## src/rtl/wb_pkg.sv

```systemverilog
// Shared types for the writeback / register-file slice.
//   reg_code_t      4-bit architectural register code
//   REG_RAX/RDX/RSP well-known register codes
//   wb_state_t      writeback control state (RUN, DRAIN, HALTED)
//   wb_stage_ctl_t  destination codes and enables of the staged beat
package wb_pkg;

  localparam int REG_CODE_W = 4;

  typedef logic [REG_CODE_W-1:0] reg_code_t;

  localparam reg_code_t REG_RAX = 4'd0;
  localparam reg_code_t REG_RDX = 4'd2;
  localparam reg_code_t REG_RSP = 4'd4;

  typedef enum logic [1:0] {
    RUN    = 2'd0,
    DRAIN  = 2'd1,
    HALTED = 2'd2
  } wb_state_t;

  typedef struct packed {
    reg_code_t dest;
    logic      dest_vld;
    reg_code_t spec;
    logic      spec_vld;
  } wb_stage_ctl_t;

endpackage

```

## src/rtl/wb_scoreboard.sv

```systemverilog
// Per-register busy scoreboard.
//   clk, rst          clock, asynchronous active-high reset
//   set_en/set_code   mark a register busy at the edge
//   clr_a_*, clr_b_*  release registers at the edge (commit destinations)
//   busy              bit i = register i in flight
// A set and a clear of the same bit in one edge leaves the bit set.
module wb_scoreboard
  import wb_pkg::*;
#(
  parameter int NUM_REGS = 16
) (
  input  logic                clk,
  input  logic                rst,
  input  logic                set_en,
  input  reg_code_t           set_code,
  input  logic                clr_a_en,
  input  reg_code_t           clr_a_code,
  input  logic                clr_b_en,
  input  reg_code_t           clr_b_code,
  output logic [NUM_REGS-1:0] busy
);

  logic [NUM_REGS-1:0] busy_q;
  logic [NUM_REGS-1:0] busy_d;

  always_comb begin
    busy_d = busy_q;
    for (int i = 0; i < NUM_REGS; i++) begin
      if ((clr_a_en && (clr_a_code == reg_code_t'(i))) ||
          (clr_b_en && (clr_b_code == reg_code_t'(i)))) begin
        busy_d[i] = 1'b0;
      end
      // Applied after the clears so a same-edge reserve survives.
      if (set_en && (set_code == reg_code_t'(i))) begin
        busy_d[i] = 1'b1;
      end
    end
  end

  always_ff @(posedge clk or posedge rst) begin
    if (rst) begin
      busy_q <= '0;
    end else begin
      busy_q <= busy_d;
    end
  end

  assign busy = busy_q;

endmodule

```

## src/rtl/writeback_regfile.sv

```systemverilog
// Writeback stage and architectural register file.
// Accepts one executed beat per cycle from execute, holds it for one cycle
// in a single-entry stage, then commits primary/special results to a
// NUM_REGS x DATA_W register file. Two combinational read ports bypass from
// the staged beat. A busy scoreboard tracks in-flight destinations, and a
// return-class beat drains the stage and halts the block until reset.
//
// Ports:
//   clk, reset                 clock, asynchronous active-high reset
//   wbValidIn / wbReadyOut     execute-result handshake
//   currentRipIn               RIP of the beat
//   aluResultIn                primary result
//   aluResultSpecialIn         special result (MUL high half)
//   destRegIn/destRegValidIn   primary destination and enable
//   destRegSpecialIn/...ValidIn special destination and enable
//   haltIn                     beat is RET/RETF/IRET
//   readReg1In/readReg2In      read addresses
//   readVal1Out/readVal2Out    read data (combinational)
//   reserveValidIn/reserveRegIn decode marks a destination busy
//   busyOut                    scoreboard vector
//   lastRipOut                 RIP of the last committed beat
//   haltedOut                  drained after halt
//   retiredCountOut            commit counter (only with WB_RETIRE_COUNT_EN)
//
// Build option: define WB_RETIRE_COUNT_EN to add the 64-bit retired-beat
// counter and its output port.
module writeback_regfile
  import wb_pkg::*;
#(
  parameter int                NUM_REGS = 16,
  parameter int                DATA_W   = 64,
  parameter int                RIP_W    = 32,
  parameter logic [DATA_W-1:0] INIT_RSP = '0
) (
  input  logic                clk,
  input  logic                reset,
  input  logic                wbValidIn,
  output logic                wbReadyOut,
  input  logic [RIP_W-1:0]    currentRipIn,
  input  logic [DATA_W-1:0]   aluResultIn,
  input  logic [DATA_W-1:0]   aluResultSpecialIn,
  input  logic [3:0]          destRegIn,
  input  logic                destRegValidIn,
  input  logic [3:0]          destRegSpecialIn,
  input  logic                destRegSpecialValidIn,
  input  logic                haltIn,
  input  logic [3:0]          readReg1In,
  input  logic [3:0]          readReg2In,
  output logic [DATA_W-1:0]   readVal1Out,
  output logic [DATA_W-1:0]   readVal2Out,
  input  logic                reserveValidIn,
  input  logic [3:0]          reserveRegIn,
  output logic [NUM_REGS-1:0] busyOut,
  output logic [RIP_W-1:0]    lastRipOut,
`ifdef WB_RETIRE_COUNT_EN
  output logic [63:0]         retiredCountOut,
`endif
  output logic                haltedOut
);

  // Codes at or above NUM_REGS are neither written nor bypassed.
  function automatic logic code_in_range(input reg_code_t code);
    return ({1'b0, code} < 5'(NUM_REGS));
  endfunction

  wb_state_t           state_q, state_d;
  logic                stage_vld_q, stage_vld_d;
  wb_stage_ctl_t       stage_ctl_q, stage_ctl_d;
  logic [DATA_W-1:0]   stage_alu_q, stage_alu_d;
  logic [DATA_W-1:0]   stage_spec_q, stage_spec_d;
  logic [RIP_W-1:0]    stage_rip_q, stage_rip_d;
  logic [RIP_W-1:0]    last_rip_q, last_rip_d;
  logic [DATA_W-1:0]   regs_q [NUM_REGS];
  logic [DATA_W-1:0]   regs_d [NUM_REGS];

  logic accept;
  logic commit;
  logic wr_prim;
  logic wr_spec;

  assign wbReadyOut = (state_q == RUN);
  assign haltedOut  = (state_q == HALTED);
  assign accept     = wbValidIn && wbReadyOut;
  assign commit     = stage_vld_q;
  assign wr_prim    = commit && stage_ctl_q.dest_vld && code_in_range(stage_ctl_q.dest);
  assign wr_spec    = commit && stage_ctl_q.spec_vld && code_in_range(stage_ctl_q.spec);
  assign lastRipOut = last_rip_q;

  // ---- accept -> stage ----
  always_comb begin
    stage_vld_d  = accept;
    stage_ctl_d  = stage_ctl_q;
    stage_alu_d  = stage_alu_q;
    stage_spec_d = stage_spec_q;
    stage_rip_d  = stage_rip_q;
    if (accept) begin
      stage_ctl_d.dest     = destRegIn;
      stage_ctl_d.dest_vld = destRegValidIn;
      stage_ctl_d.spec     = destRegSpecialIn;
      stage_ctl_d.spec_vld = destRegSpecialValidIn;
      stage_alu_d          = aluResultIn;
      stage_spec_d         = aluResultSpecialIn;
      stage_rip_d          = currentRipIn;
    end
  end

  always_comb begin
    state_d = state_q;
    case (state_q)
      RUN:     if (accept && haltIn) state_d = DRAIN;
      DRAIN:   if (commit) state_d = HALTED;
      HALTED:  state_d = HALTED;
      default: state_d = RUN;
    endcase
  end

  always_ff @(posedge clk or posedge reset) begin
    if (reset) begin
      state_q     <= RUN;
      stage_vld_q <= 1'b0;
      stage_ctl_q <= '0;
    end else begin
      state_q     <= state_d;
      stage_vld_q <= stage_vld_d;
      stage_ctl_q <= stage_ctl_d;
    end
  end

  always_ff @(posedge clk) begin
    stage_alu_q  <= stage_alu_d;
    stage_spec_q <= stage_spec_d;
    stage_rip_q  <= stage_rip_d;
  end

  // ---- stage -> register file commit ----
  always_comb begin
    regs_d     = regs_q;
    last_rip_d = last_rip_q;
    if (commit) begin
      last_rip_d = stage_rip_q;
    end
    for (int i = 0; i < NUM_REGS; i++) begin
      // Primary written last so it wins when both codes match.
      if (wr_spec && (stage_ctl_q.spec == reg_code_t'(i))) begin
        regs_d[i] = stage_spec_q;
      end
      if (wr_prim && (stage_ctl_q.dest == reg_code_t'(i))) begin
        regs_d[i] = stage_alu_q;
      end
    end
  end

  always_ff @(posedge clk or posedge reset) begin
    if (reset) begin
      last_rip_q <= '0;
      for (int i = 0; i < NUM_REGS; i++) begin
        regs_q[i] <= (reg_code_t'(i) == REG_RSP) ? INIT_RSP : '0;
      end
    end else begin
      last_rip_q <= last_rip_d;
      regs_q     <= regs_d;
    end
  end

  function automatic logic [DATA_W-1:0] read_port(input reg_code_t code);
    logic [DATA_W-1:0] val;
    val = '0;
    if (code_in_range(code)) begin
      if (stage_vld_q && stage_ctl_q.dest_vld && (stage_ctl_q.dest == code)) begin
        val = stage_alu_q;
      end else if (stage_vld_q && stage_ctl_q.spec_vld && (stage_ctl_q.spec == code)) begin
        val = stage_spec_q;
      end else begin
        for (int i = 0; i < NUM_REGS; i++) begin
          if (code == reg_code_t'(i)) val = regs_q[i];
        end
      end
    end
    return val;
  endfunction

  always_comb begin
    readVal1Out = read_port(readReg1In);
    readVal2Out = read_port(readReg2In);
  end

  wb_scoreboard #(
    .NUM_REGS(NUM_REGS)
  ) u_scoreboard (
    .clk       (clk),
    .rst       (reset),
    .set_en    (reserveValidIn && (state_q != HALTED)),
    .set_code  (reserveRegIn),
    .clr_a_en  (wr_prim),
    .clr_a_code(stage_ctl_q.dest),
    .clr_b_en  (wr_spec),
    .clr_b_code(stage_ctl_q.spec),
    .busy      (busyOut)
  );

`ifdef WB_RETIRE_COUNT_EN
  logic [63:0] retired_cnt_q, retired_cnt_d;

  always_comb begin
    retired_cnt_d = retired_cnt_q;
    if (commit) retired_cnt_d = retired_cnt_q + 64'd1;
  end

  always_ff @(posedge clk or posedge reset) begin
    if (reset) begin
      retired_cnt_q <= '0;
    end else begin
      retired_cnt_q <= retired_cnt_d;
    end
  end

  assign retiredCountOut = retired_cnt_q;
`endif

endmodule

```

## config.mk

```make
export PLATFORM = sky130hd
export DESIGN_NAME = writeback_regfile
export DESIGN_NICKNAME = d
export VERILOG_FILES = /design/src/rtl/wb_pkg.sv /design/src/rtl/wb_scoreboard.sv /design/src/rtl/writeback_regfile.sv
export SDC_FILE = /design/constraint.sdc
export NUM_CORES = 2
export LEC_CHECK = 0
export ABC_AREA = 1
export BUFFER_PORTS_ARGS = -buffer_cell sky130_fd_sc_hd__buf_2
export CAP_MARGIN = 30
export CORE_ASPECT_RATIO = 0.75
export CORE_UTILIZATION = 25
export CTS_BUF_LIST = sky130_fd_sc_hd__clkbuf_4 sky130_fd_sc_hd__clkbuf_8
export CTS_CLUSTER_DIAMETER = 150
export DETAILED_ROUTE_END_ITERATION = 6
export GPL_TIMING_DRIVEN = 0
export HOLD_SLACK_MARGIN = 0.08
export PLACE_DENSITY = 0.37
export REMOVE_ABC_BUFFERS = 1
export SLEW_MARGIN = 20
export SYNTH_ARGS = -nofsm -noshare
export SYNTH_HDL_FRONTEND = slang
export SYNTH_SLANG_ARGS = --single-unit
```

## constraint.sdc

```tcl
create_clock -name clk -period 40 [get_ports clk]
set_clock_uncertainty 0.15 [all_clocks]
set_input_delay 2 -clock clk [delete_from_list [all_inputs] [get_ports clk]]
set_output_delay 2 -clock clk [all_outputs]
set_load 0.02 [all_outputs]
```

==> flow_metrics.env <==
export IMPL_fill_cells=30420
export IMPL_syn_cell_area_mm2=0.07140
export IMPL_p_int_w=0.002991
export IMPL_synth_cells=10340
export IMPL_cp_max_fo=35
export IMPL_layout_drive_gt1_share=0.1085
export IMPL_finalSetupTns_ns=0
export IMPL_clock_path_buffers=4
export IMPL_period_share=0.1924
export IMPL_cts_clk_slew_worst_paths_ns=0.07
export IMPL_cts_setup_buffers=0
export IMPL_end_kind="output port"
export IMPL_slew_headroom=0.3110
export IMPL_reg2reg_to="regs_q[456]$_DFFE_PP0P_"
export IMPL_r2r_start="commit$_DFF_PP0_"
export IMPL_detailed_place_hpwl_mm=259.4
export IMPL_grt_usage=0.2766
export IMPL_startpoint="commit$_DFF_PP0_"
export IMPL_ctsResizeCount=0
export IMPL_start_util=0.2520
export IMPL_drtPass1Iterations=6
export IMPL_gp_congestion=0.8099
export IMPL_syn_to_final_growth_pct=20.32
export IMPL_max_freq_mhz=129.9
export IMPL_tightest_slew_ns=1.034
export IMPL_p_per_area_mw_per_mm2=57.07
export IMPL_viasPerCell=5.358
export IMPL_max_stage_delay_ns=0.85
export IMPL_die_area_mm2=0.2878
export IMPL_drt_iter0_drc=10370
export IMPL_reg2reg_slack_ns=34.75
export IMPL_finalSetupViolations=0
export IMPL_peakVddDrop_v=0.00003532
export IMPL_synth_cell_types=37
export IMPL_total_power_w=0.004903
export IMPL_fin_nets=10530
export IMPL_syn_avg_cell_area_um2=6.907
export IMPL_die_w_um=619.1
export IMPL_clock_latency_ns=1.09
export IMPL_crit_slowest_cell="dfrtp_2"
export IMPL_crit_path_cell_trace="nand2_1 > a2111oi_0 > nand3_4 > buf_12 > inv_6 > buf_16 > nand2_1 > nand2_1 > buf_2"
export IMPL_ys_ff_latch=1245
export IMPL_hold_viol_final=0
export IMPL_first_global_vias=71830
export IMPL_crit_end="readVal2Out[3]"
export IMPL_crit_arrival_ns=5.55
export IMPL_swShare=0.3900
export IMPL_antenna_found_initial=45
export IMPL_clock_sinks=1245
export IMPL_power_frac_seq=0.441
export IMPL_critPathKind="register to output port"
export IMPL_synth_edf_count=160
export IMPL_reg2reg_depth=10
export IMPL_drc_errors=0
export IMPL_drtAntennaViolNets=0
export IMPL_startpoint_type="register"
export IMPL_synthFlopType="dfrtp_1"
export IMPL_tritoncts="done"
export IMPL_maxCapViolCount=0
export IMPL_power_frac_comb=0.261
export IMPL_status="completed"
export IMPL_grt_overflow=0
export IMPL_wl_mm=409.8
export IMPL_required_ns=37.85
export IMPL_fin_crit_ns=7.696
export IMPL_layout_common_cells="3311 x nand2_1, 2430 x o21ai_0, 1084 x dfrtp_1"
export IMPL_cts_hold_buf=0
export IMPL_numCtsBuffers=244
export IMPL_ys_seq_area_frac=0.4476
export IMPL_boundaryPins=365
export IMPL_dieHeight_um=464.8
export IMPL_async_reset_ff_frac=0.8715
export IMPL_rsz0062_at_grt="no"
export IMPL_grt_max_degree=97
export IMPL_p_leak_nw=39.33
export IMPL_htreeDepth=4
export IMPL_min_path_type="register to register"
export IMPL_cp_common_cell="nand2_1"
export IMPL_core_area_mm2=0.2833
export IMPL_slew_viol_final=0
export IMPL_wire_per_inst_um=28.61
export IMPL_synth_warning_count=0
export IMPL_vias=76750
export IMPL_grt_pass1_wl_mm=568.8
export IMPL_io_buffer_count=364
export IMPL_rows=169
export IMPL_switching_power_w=0.001912
export IMPL_final_common_cell="nand2_1"
export IMPL_clkPwrFrac=0.297
export IMPL_cts_root_buffer="clkbuf_8"
==> cell families after synthesis <==
family / Yosys count / share of synthesized area
AO/OA/AOI/OAI: 2868 / 0.2059
XOR/XNOR: 4 / 0.0004908
adder cells (fa/ha/maj): 3 / 0.0005258
buffers and inverters: 1603 / 0.08574
flip-flops: 1245 / 0.4476
AND/OR/NAND/NOR: 4615 / 0.2597
==> cell type report <==
class                   count  area, µm²  area share
clock inverters            32      316.6    0.003685
well taps                3762       4707     0.05479
clock buffers             400       4880     0.05680
multi-input cells        7490      33760      0.3930
flip-flops and latches   1245      31960      0.3720
repair buffers            585       7028     0.08181
diodes                     31      77.57   0.0009030
inverters                 778       3179     0.03701
==> power by group through the flow <==
stage	registers [W]	clock network [W]	logic, W
2_1_floorplan	0.00210	0	0.000783
3_3_place_gp	0.00219	0	0.00121
3_5_place_dp	0.00216	0	0.00128
4_1_cts	0.00215	0.00149	0.00128
5_1_grt	0.00222	0.00155	0.00144
6_report	0.00216	0.00146	0.00128
==> stage by stage <==
| stage | instances | instance area, µm² | setup WS, ns | hold WS (ns) | utilization |
|---|---|---|---|---|---|
| finish | 14320 | 85910 | 32.30 | 0.2765 | 0.3032 |
| global placement | 13640 | 74730 | -12.60 | 0.2783 | 0.2637 |
| floorplan | 9513 | 68200 | 7.304 | 0.2757 | - |
| global route | 14300 | 85850 | 32.09 | 0.2921 | 0.3030 |
| detailed placement | 13860 | 80630 | 32.38 | 0.2830 | 0.2846 |
| CTS | 14290 | 85820 | 32.16 | 0.2812 | 0.3029 |
==> worst min path at each step <==
stage | start | end | slack (ns) | depth (start not counted)
6_report | stage_rip_q[11]$_DFFE_PP_ | lastRipOut[11]$_DFFE_PP0P_ | 0.28 | 2
3_5_place_dp | stage_rip_q[30]$_DFFE_PP_ | lastRipOut[30]$_DFFE_PP0P_ | 0.28 | 2
4_1_cts | stage_rip_q[21]$_DFFE_PP_ | lastRipOut[21]$_DFFE_PP0P_ | 0.28 | 2
2_1_floorplan | stage_rip_q[0]$_DFFE_PP_ | lastRipOut[0]$_DFFE_PP0P_ | 0.28 | 2
3_3_place_gp | stage_rip_q[15]$_DFFE_PP_ | lastRipOut[15]$_DFFE_PP0P_ | 0.28 | 2
5_1_grt | stage_rip_q[26]$_DFFE_PP_ | lastRipOut[26]$_DFFE_PP0P_ | 0.29 | 2
==> cell usage after synthesis (2+ instances only) <==
cell	count	area, µm²
nand2_1	3344	12550
o21ai_0	2430	12160
dfrtp_1	1085	27150
clkbuf_1	745	2796
inv_1	734	2755
nor2_1	629	2361
nand4_1	314	1964
a21oi_1	259	1296
nand3_1	232	1161
edfxtp_1	160	4805
nor3_1	83	415.4
buf_2	72	360.4
o21ai_1	58	290.3
o22ai_1	41	256.5
inv_2	36	135.1
o221ai_1	28	245.2
o311ai_0	17	148.9
a32o_1	12	120.1
o211ai_1	10	75.07
clkinv_1	8	30.03
nor2_2	7	43.79
a22o_1	4	35.03
a2111oi_0	3	26.28
a221oi_1	3	26.28
buf_4	3	22.52
clkbuf_2	3	15.01
ha_1	3	37.54
xor2_1	3	26.28
buf_1	2	7.510
nand2_2	2	12.51
or2_2	2	12.51
==> sequential cells by signal, indices dropped and copies added (netlist names) <==
signal	cells
u_scoreboard.busy	16
stage_alu_q	64
regs_q	1024
lastRipOut	32
stage_ctl_q	10
state_q	2
stage_rip_q	32
commit	1
stage_spec_q	64
==> worst max-delay path, delay by kind of cell (launching register included) <==
kind / cells / cell delay (ns)
flip-flops: 1 / 0.85
AO/OA/AOI/OAI: 1 / 0.82
AND/OR/NAND/NOR: 4 / 1.38
buffers and inverters: 4 / 1.34
==> metal layers <==
layer  vias up  GRT usage  part of all wire
met5         -          0          0.000066
met4         4     0.1031             0.038
met3       832    0.05500             0.091
met2      4210     0.4154              0.43
met1     37720     0.3894              0.44
li1      33980          -                 -
Note: power is estimated with default switching activity, not from simulation.
